[config.mk]
export PLATFORM = sky130hd
export DESIGN_NAME = eco32f_icache_refill
export DESIGN_NICKNAME = d
export VERILOG_FILES = /design/src/rtl/eco32f_icache_refill_pkg.sv /design/src/rtl/eco32f_icache_refill.sv
export SDC_FILE = /design/constraint.sdc
export NUM_CORES = 1
export LEC_CHECK = 0
export ABC_AREA = 1
export CAP_MARGIN = 40
export CORE_MARGIN = 4
export CORE_UTILIZATION = 43
export CTS_CLUSTER_DIAMETER = 100
export DETAILED_ROUTE_END_ITERATION = 16
export PLACE_DENSITY_LB_ADDON = 0.15
export SYNTH_ARGS = -nofsm -noshare
export SYNTH_HDL_FRONTEND = slang
export SYNTH_SLANG_ARGS = --single-unit
[constraint.sdc]
create_clock -name clk -period 2.2 [get_ports clk]
set_clock_uncertainty 0.15 [all_clocks]
set_input_delay 0.33 -clock clk [delete_from_list [all_inputs] [get_ports clk]]
set_output_delay 0.33 -clock clk [all_outputs]
set_load 0.1 [all_outputs]
[src/rtl/eco32f_icache_refill_pkg.sv]
// Shared codes for the eco32f instruction-cache refill engine:
// wishbone burst tags and refill state encodings.
package eco32f_icache_refill_pkg;

    localparam logic [2:0] ECO32F_CTI_CLASSIC = 3'b000;
    localparam logic [2:0] ECO32F_CTI_INCR    = 3'b010;
    localparam logic [2:0] ECO32F_CTI_EOB     = 3'b111;

    localparam logic [1:0] ECO32F_BTE_WRAP4  = 2'b01;
    localparam logic [1:0] ECO32F_BTE_WRAP8  = 2'b10;
    localparam logic [1:0] ECO32F_BTE_WRAP16 = 2'b11;

    typedef enum logic [1:0] {
        REFILL_IDLE       = 2'd0,
        REFILL_BURST      = 2'd1,
        REFILL_RETRY_WAIT = 2'd2
    } refill_state_e;

    function automatic logic [1:0] bte_code(input int words);
        case (words)
            4:       return ECO32F_BTE_WRAP4;
            16:      return ECO32F_BTE_WRAP16;
            default: return ECO32F_BTE_WRAP8;
        endcase
    endfunction

endpackage

[src/rtl/eco32f_icache_refill.sv]
// Critical-word-first wrapping line refill for the eco32f fetch stage,
// with bus-retry backoff, retry limit and flush abort.
module eco32f_icache_refill
    import eco32f_icache_refill_pkg::*;
#(
    parameter int LINE_WORDS  = 8,
    parameter int RETRY_LIMIT = 3,
    parameter int RETRY_GAP   = 2
) (
    input  logic                  clk,
    input  logic                  rst,
    input  logic                  miss_req,
    input  logic [31:0]           miss_pa,
    input  logic                  abort,
    output logic                  busy,
    output logic                  done,
    output logic                  bus_err,
    output logic [LINE_WORDS-1:0] word_valid,
    output logic                  fwd_valid,
    output logic [31:0]           fwd_data,
    output logic                  cache_wr_en,
    output logic [31:0]           cache_wr_addr,
    output logic [31:0]           cache_wr_data,
    output logic [31:0]           iwbm_adr_o,
    output logic                  iwbm_cyc_o,
    output logic                  iwbm_stb_o,
    output logic [2:0]            iwbm_cti_o,
    output logic [1:0]            iwbm_bte_o,
    output logic [3:0]            iwbm_sel_o,
    output logic                  iwbm_we_o,
    output logic [31:0]           iwbm_dat_o,
    input  logic                  iwbm_ack_i,
    input  logic                  iwbm_err_i,
    input  logic                  iwbm_rty_i,
    input  logic [31:0]           iwbm_dat_i
);

    localparam int OFFW = $clog2(LINE_WORDS);
    localparam int RCW  = $clog2(RETRY_LIMIT + 2);

    refill_state_e         state, state_d;
    logic [31:0]           adr, adr_d;
    logic [OFFW-1:0]       cnt, cnt_d;
    logic [RCW-1:0]        rcnt, rcnt_d, rcnt_inc;
    logic [3:0]            gap, gap_d;
    logic [LINE_WORDS-1:0] wv, wv_d;
    logic                  cyc, cyc_d;
    logic                  wr_en, wr_en_d;
    logic [31:0]           wr_addr, wr_addr_d, wr_data, wr_data_d;
    logic                  fwd_v, fwd_v_d;
    logic [31:0]           fwd_d, fwd_d_d;
    logic                  done_r, done_d, err_r, err_d;
    logic                  fail;

    always_ff @(posedge clk) begin
        if (rst) begin
            state   <= REFILL_IDLE;
            adr     <= '0;
            cnt     <= '0;
            rcnt    <= '0;
            gap     <= '0;
            wv      <= '0;
            cyc     <= 1'b0;
            wr_en   <= 1'b0;
            wr_addr <= '0;
            wr_data <= '0;
            fwd_v   <= 1'b0;
            fwd_d   <= '0;
            done_r  <= 1'b0;
            err_r   <= 1'b0;
        end else begin
            state   <= state_d;
            adr     <= adr_d;
            cnt     <= cnt_d;
            rcnt    <= rcnt_d;
            gap     <= gap_d;
            wv      <= wv_d;
            cyc     <= cyc_d;
            wr_en   <= wr_en_d;
            wr_addr <= wr_addr_d;
            wr_data <= wr_data_d;
            fwd_v   <= fwd_v_d;
            fwd_d   <= fwd_d_d;
            done_r  <= done_d;
            err_r   <= err_d;
        end
    end

    always_comb begin
        state_d   = state;
        adr_d     = adr;
        cnt_d     = cnt;
        rcnt_d    = rcnt;
        gap_d     = gap;
        wv_d      = wv;
        cyc_d     = cyc;
        wr_en_d   = 1'b0;
        wr_addr_d = wr_addr;
        wr_data_d = wr_data;
        fwd_v_d   = 1'b0;
        fwd_d_d   = fwd_d;
        done_d    = 1'b0;
        err_d     = 1'b0;
        fail      = 1'b0;
        rcnt_inc  = rcnt + RCW'(1);

        if (state != REFILL_IDLE && abort) begin
            state_d = REFILL_IDLE;
            cyc_d   = 1'b0;
            wv_d    = '0;
        end else begin
            case (state)
                REFILL_IDLE: begin
                    if (miss_req && !abort) begin
                        adr_d   = miss_pa & ~32'h3;
                        cnt_d   = OFFW'(LINE_WORDS - 1);
                        rcnt_d  = '0;
                        wv_d    = '0;
                        cyc_d   = 1'b1;
                        state_d = REFILL_BURST;
                    end
                end
                REFILL_BURST: begin
                    if (iwbm_err_i || (iwbm_rty_i && rcnt_inc > RCW'(RETRY_LIMIT))) begin
                        fail = 1'b1;
                    end else if (iwbm_rty_i) begin
                        rcnt_d  = rcnt_inc;
                        gap_d   = 4'(RETRY_GAP - 1);
                        cyc_d   = 1'b0;
                        state_d = REFILL_RETRY_WAIT;
                    end else if (iwbm_ack_i) begin
                        wr_en_d   = 1'b1;
                        wr_addr_d = adr;
                        wr_data_d = iwbm_dat_i;
                        wv_d[adr[OFFW+1:2]] = 1'b1;
                        // Nothing written yet means this beat is the critical word.
                        if (wv == '0) begin
                            fwd_v_d = 1'b1;
                            fwd_d_d = iwbm_dat_i;
                        end
                        adr_d[OFFW+1:2] = adr[OFFW+1:2] + OFFW'(1);
                        cnt_d = cnt - OFFW'(1);
                        if (cnt == '0) begin
                            cyc_d   = 1'b0;
                            done_d  = 1'b1;
                            state_d = REFILL_IDLE;
                        end
                    end
                end
                REFILL_RETRY_WAIT: begin
                    if (gap == '0) begin
                        cyc_d   = 1'b1;
                        state_d = REFILL_BURST;
                    end else begin
                        gap_d = gap - 4'd1;
                    end
                end
                default: state_d = REFILL_IDLE;
            endcase
        end

        if (fail) begin
            cyc_d   = 1'b0;
            wv_d    = '0;
            err_d   = 1'b1;
            state_d = REFILL_IDLE;
        end
    end

    assign busy          = (state != REFILL_IDLE);
    assign done          = done_r;
    assign bus_err       = err_r;
    assign word_valid    = wv;
    assign fwd_valid     = fwd_v;
    assign fwd_data      = fwd_d;
    assign cache_wr_en   = wr_en;
    assign cache_wr_addr = wr_addr;
    assign cache_wr_data = wr_data;
    assign iwbm_adr_o    = adr;
    assign iwbm_cyc_o    = cyc;
    assign iwbm_stb_o    = cyc;
    assign iwbm_cti_o    = !cyc ? ECO32F_CTI_CLASSIC :
                           (cnt == '0) ? ECO32F_CTI_EOB : ECO32F_CTI_INCR;
    assign iwbm_bte_o    = bte_code(LINE_WORDS);
    assign iwbm_sel_o    = 4'hF;
    assign iwbm_we_o     = 1'b0;
    assign iwbm_dat_o    = '0;

endmodule
==> impl_metrics.csv <==
group,metric,value,unit
drt,routed_wl,17300,um
die,core_area,14000,sq um
global_routing,grt_pass1_vias,5290,
die,die_w,129,um
sta,rsz0062_at_grt,"no",
drt,dr.first_iter.drc_count,411,
layout,multiInputGateArea,2640,sq um
run_status,outcome,"finished clean",
worst_setup_path,cpLargestDelayFamily,"simple AND/OR/NAND/NOR gates",
worst_setup_path,cpPeakStageDelay,0.29,ns
worst_setup_path,worstReg2RegStart,"rcnt[0]",
clocking,cts_resized,0,
placement,hpwl,11600,um
worst_setup_path,cp.arrival,1.52,ns
synth,synth_edf_count,0,
synth,synth_top_area_share,47.8,%
layout,n_fill_cell,1305,
layout,fin_cells,1189,
layout,drive_gt1_share,21.6,%
worst_setup_path,rr_worst_depth,12,
sta,fin_crit,2.00,ns
worst_setup_path,required,1.72,ns
synth,synth.most_common_cell,"nand2_1",
worst_setup_path,crit_fanout,4,
worst_setup_path,cpMaxStageDelayCell,"dfxtp_1",
sta,final_max_slew_viol_count,0,
min_path,hold-path-endpoint,"state[1]",
drt,routed-wl-met3,1680,um
worst_setup_path,cp-start-kind,"flip-flop",
sta,worst_slack,0.202,ns
sta,hold_viol_final,0,
synth,avgSynthCellArea,7.72,sq um
die,dieHeight,129,um
layout,syn_to_final_growth,38.0,%
clocking,cts_buffers,17,
layout,diodes,0,
clocking,cts.reportedPaths.clkPinSlew,0.06,ns
synth,synthCells,809,
global_routing,grt.overflow.total,0,
worst_setup_path,end_kind,"primary output",
worst_setup_path,path_class,"flip-flop to primary output",
sta,fmax,501,MHz
worst_setup_path,path_cells,"inv_1 > ha_1 > nand2_1 > nor2_4 > buf_12",
drt,dr.max_layer_used,"met4",
synth,yosys_register_bits,149,
synth,synth_cell_types,33,
placement,gp_congestion,0.813,
job,drv_cap,0,
synth,synthTopCellsByArea,"dfxtp_1 48%, nand2_1 12%, a21oi_1 11%",
clocking,h-tree-depth,4,
drt,vias,5920,
drt,drtPass1Iterations,4,
global_routing,grt_first_pass_wirelength,27000,um
min_path,hp-class,"input pin to flip-flop",
synth,synthArstFlopShare,0,%
clocking,clockBufferDepth,2,
clocking,clock_sinks,149,
drt,wl_per_cell,14.5,um
global_routing,antenna_found_initial,0,
layout,nNetsFinal,1073,
synth,synth_area,6250,sq um
pwr,p_leak,3.59,nW
die,initial_core_util,44.5,%
min_path,hold_depth,4,
die,placementRows,43,
placement,port_buffers,210,
die,die_area,16500,sq um
synth,yosys.area.top_type,"dfxtp_1",
clocking,cts_root_buf,"clkbuf_16",
synth,synth_ff_type,"dfxtp_1",
drt,wl_met1,7350,um
clocking,clkLatencyLatePin,0.41,ns
min_path,min_from,"rst",
drt,route.met2.wl,7950,um
clocking,cts_setup_buffers,0,
worst_setup_path,r2r_setup_slack,0.27,ns
layout,fin_util,61.4,%
placement,dp_slack,0.0219,ns
sta,setup-tns-final,0,ns
clocking,cts_tree,"done",
sta,finalCritPeriodShare,90.8,%
drt,antenna_left,0,
worst_setup_path,critPathBufInv,2,
global_routing,grt_max_degree,98,
clocking,holdBufCountCts,0,
drt,drc,0,
sta,setup_violations,0,
worst_setup_path,worstReg2RegEnd,"gap[0]",
synth,ys_seq_area_share,47.8,%
drt,via_per_inst,4.98,
die,io_pins,256,
synth,yosys_warnings,0,
layout,area.sequential,2990,sq um
pwr,ir_worst_vdd,0.680,mV
placement,placedCellCount,1157,
synth,synthTopCellsByCount,"192 x nand2_1, 149 x dfxtp_1, 137 x a21oi_1, 49 x buf_4, 47 x nand3_1",
pwr,cellPowerDensity,1170,nW/um^2
global_routing,grt_util_all_layers,20.2,%
## cell type report
cell class              instances  area share [%]
clock inverters                11            2.02
inverters                      41            1.83
multi-input cells             558            30.6
flip-flops and latches        149            34.6
repair buffers                229            22.9
clock buffers                  21            5.34
well taps                     180            2.61
## registers in the layout, summed over array words and instances (netlist names), 2 cells and up
signal         flops
cache_wr_data     32
fwd_data          32
cache_wr_addr     30
iwbm_adr_o        30
word_valid         8
gap                4
cnt                3
rcnt               3
state              2
## how the worst max path moves through the flow
stage,start,end,slack (ns),cells after the start
finish,cnt[0],iwbm_cti_o[0],0.20,5
global route,rcnt[0],gap[2],0.05,12
CTS,cnt[0],iwbm_cti_o[0],0.17,5
detailed placement,iwbm_rty_i,fwd_data[4],0.02,9
global placement,iwbm_rty_i,fwd_data[9],0.06,9
floorplan,iwbm_cyc_o,iwbm_cti_o[2],0.16,3
## cell usage in the layout, fill, tap and decap left out
| master | Yosys | layout |
|---|---|---|
| inv_6 | 0 | 1 |
| clkbuf_8 | 0 | 2 |
| inv_4 | 1 | 1 |
| buf_4 | 49 | 155 |
| ha_1 | 6 | 6 |
| clkdlybuf4s50_1 | 0 | 67 |
| inv_1 | 34 | 34 |
| nand2_1 | 192 | 192 |
| nor4_1 | 33 | 33 |
| nand2_2 | 3 | 3 |
| nor3_2 | 1 | 1 |
| o21ai_0 | 5 | 5 |
| o21ai_1 | 2 | 2 |
| clkbuf_16 | 0 | 17 |
| a21oi_2 | 1 | 1 |
| inv_2 | 5 | 5 |
| nor2_1 | 33 | 30 |
| dfxtp_1 | 149 | 148 |
| clkinv_4 | 0 | 2 |
| o31ai_1 | 1 | 1 |
| nand2_4 | 2 | 2 |
| a21oi_4 | 1 | 1 |
| nand4_2 | 3 | 3 |
| nor2_2 | 1 | 3 |
| bufinv_16 | 0 | 4 |
| nor3_1 | 34 | 34 |
| a21boi_0 | 1 | 1 |
| a21oi_1 | 137 | 137 |
| or2_0 | 1 | 1 |
| or2_2 | 3 | 3 |
| clkbuf_1 | 18 | 2 |
| nor2_4 | 0 | 1 |
| nand4_1 | 6 | 6 |
| clkinvlp_4 | 0 | 3 |
| conb_1 | 2 | 43 |
| clkinv_2 | 1 | 2 |
| nand3_1 | 47 | 47 |
| dfxtp_4 | 0 | 1 |
| xor2_1 | 2 | 2 |
| buf_12 | 0 | 7 |
## cells by family (layout without fill, tap and decap cells)
kind of cell / after synthesis / in the layout / synth area share, %
and+or+nand+nor: 359 / 359 / 25.8
AOI/OAI and AO/OA: 148 / 148 / 12.2
xor gates and xnor gates: 2 / 2 / 0.280
buffers and inverters: 143 / 302 / 12.6
DFF: 149 / 149 / 47.8
adders and majority gates: 6 / 6 / 1.20
other: 2 / 43 / 0.120
## routing by layer
layer  global-route usage, %  up-vias
li1                        -     2978
met1                    26.4     2697
met2                    31.4      225
met3                    6.85       20
met4                    6.73        0
met5                       0        -
## worst min-delay path, stage by stage
cell and delay, ns:
buf_4 0.11, inv_1 0.07, nand3_1 0.10, a21oi_1 0.06
## report_power, final
group          switching (mW)  internal (mW)
clock network            1.13           1.96
logic                    3.00          0.904
registers               0.176           2.92
## stage by stage
step           hold slack (ns)  cell area [sq um]  power, mW
4_1_cts                  0.141               8620       10.2
3_5_place_dp             0.304               7990       7.05
6_report                 0.163               8620       10.1
2_1_floorplan            0.259               6410       6.24
5_1_grt                  0.167               8620       10.6
3_3_place_gp             0.297               7990       7.05
Note: power is estimated with default switching activity, not from simulation.
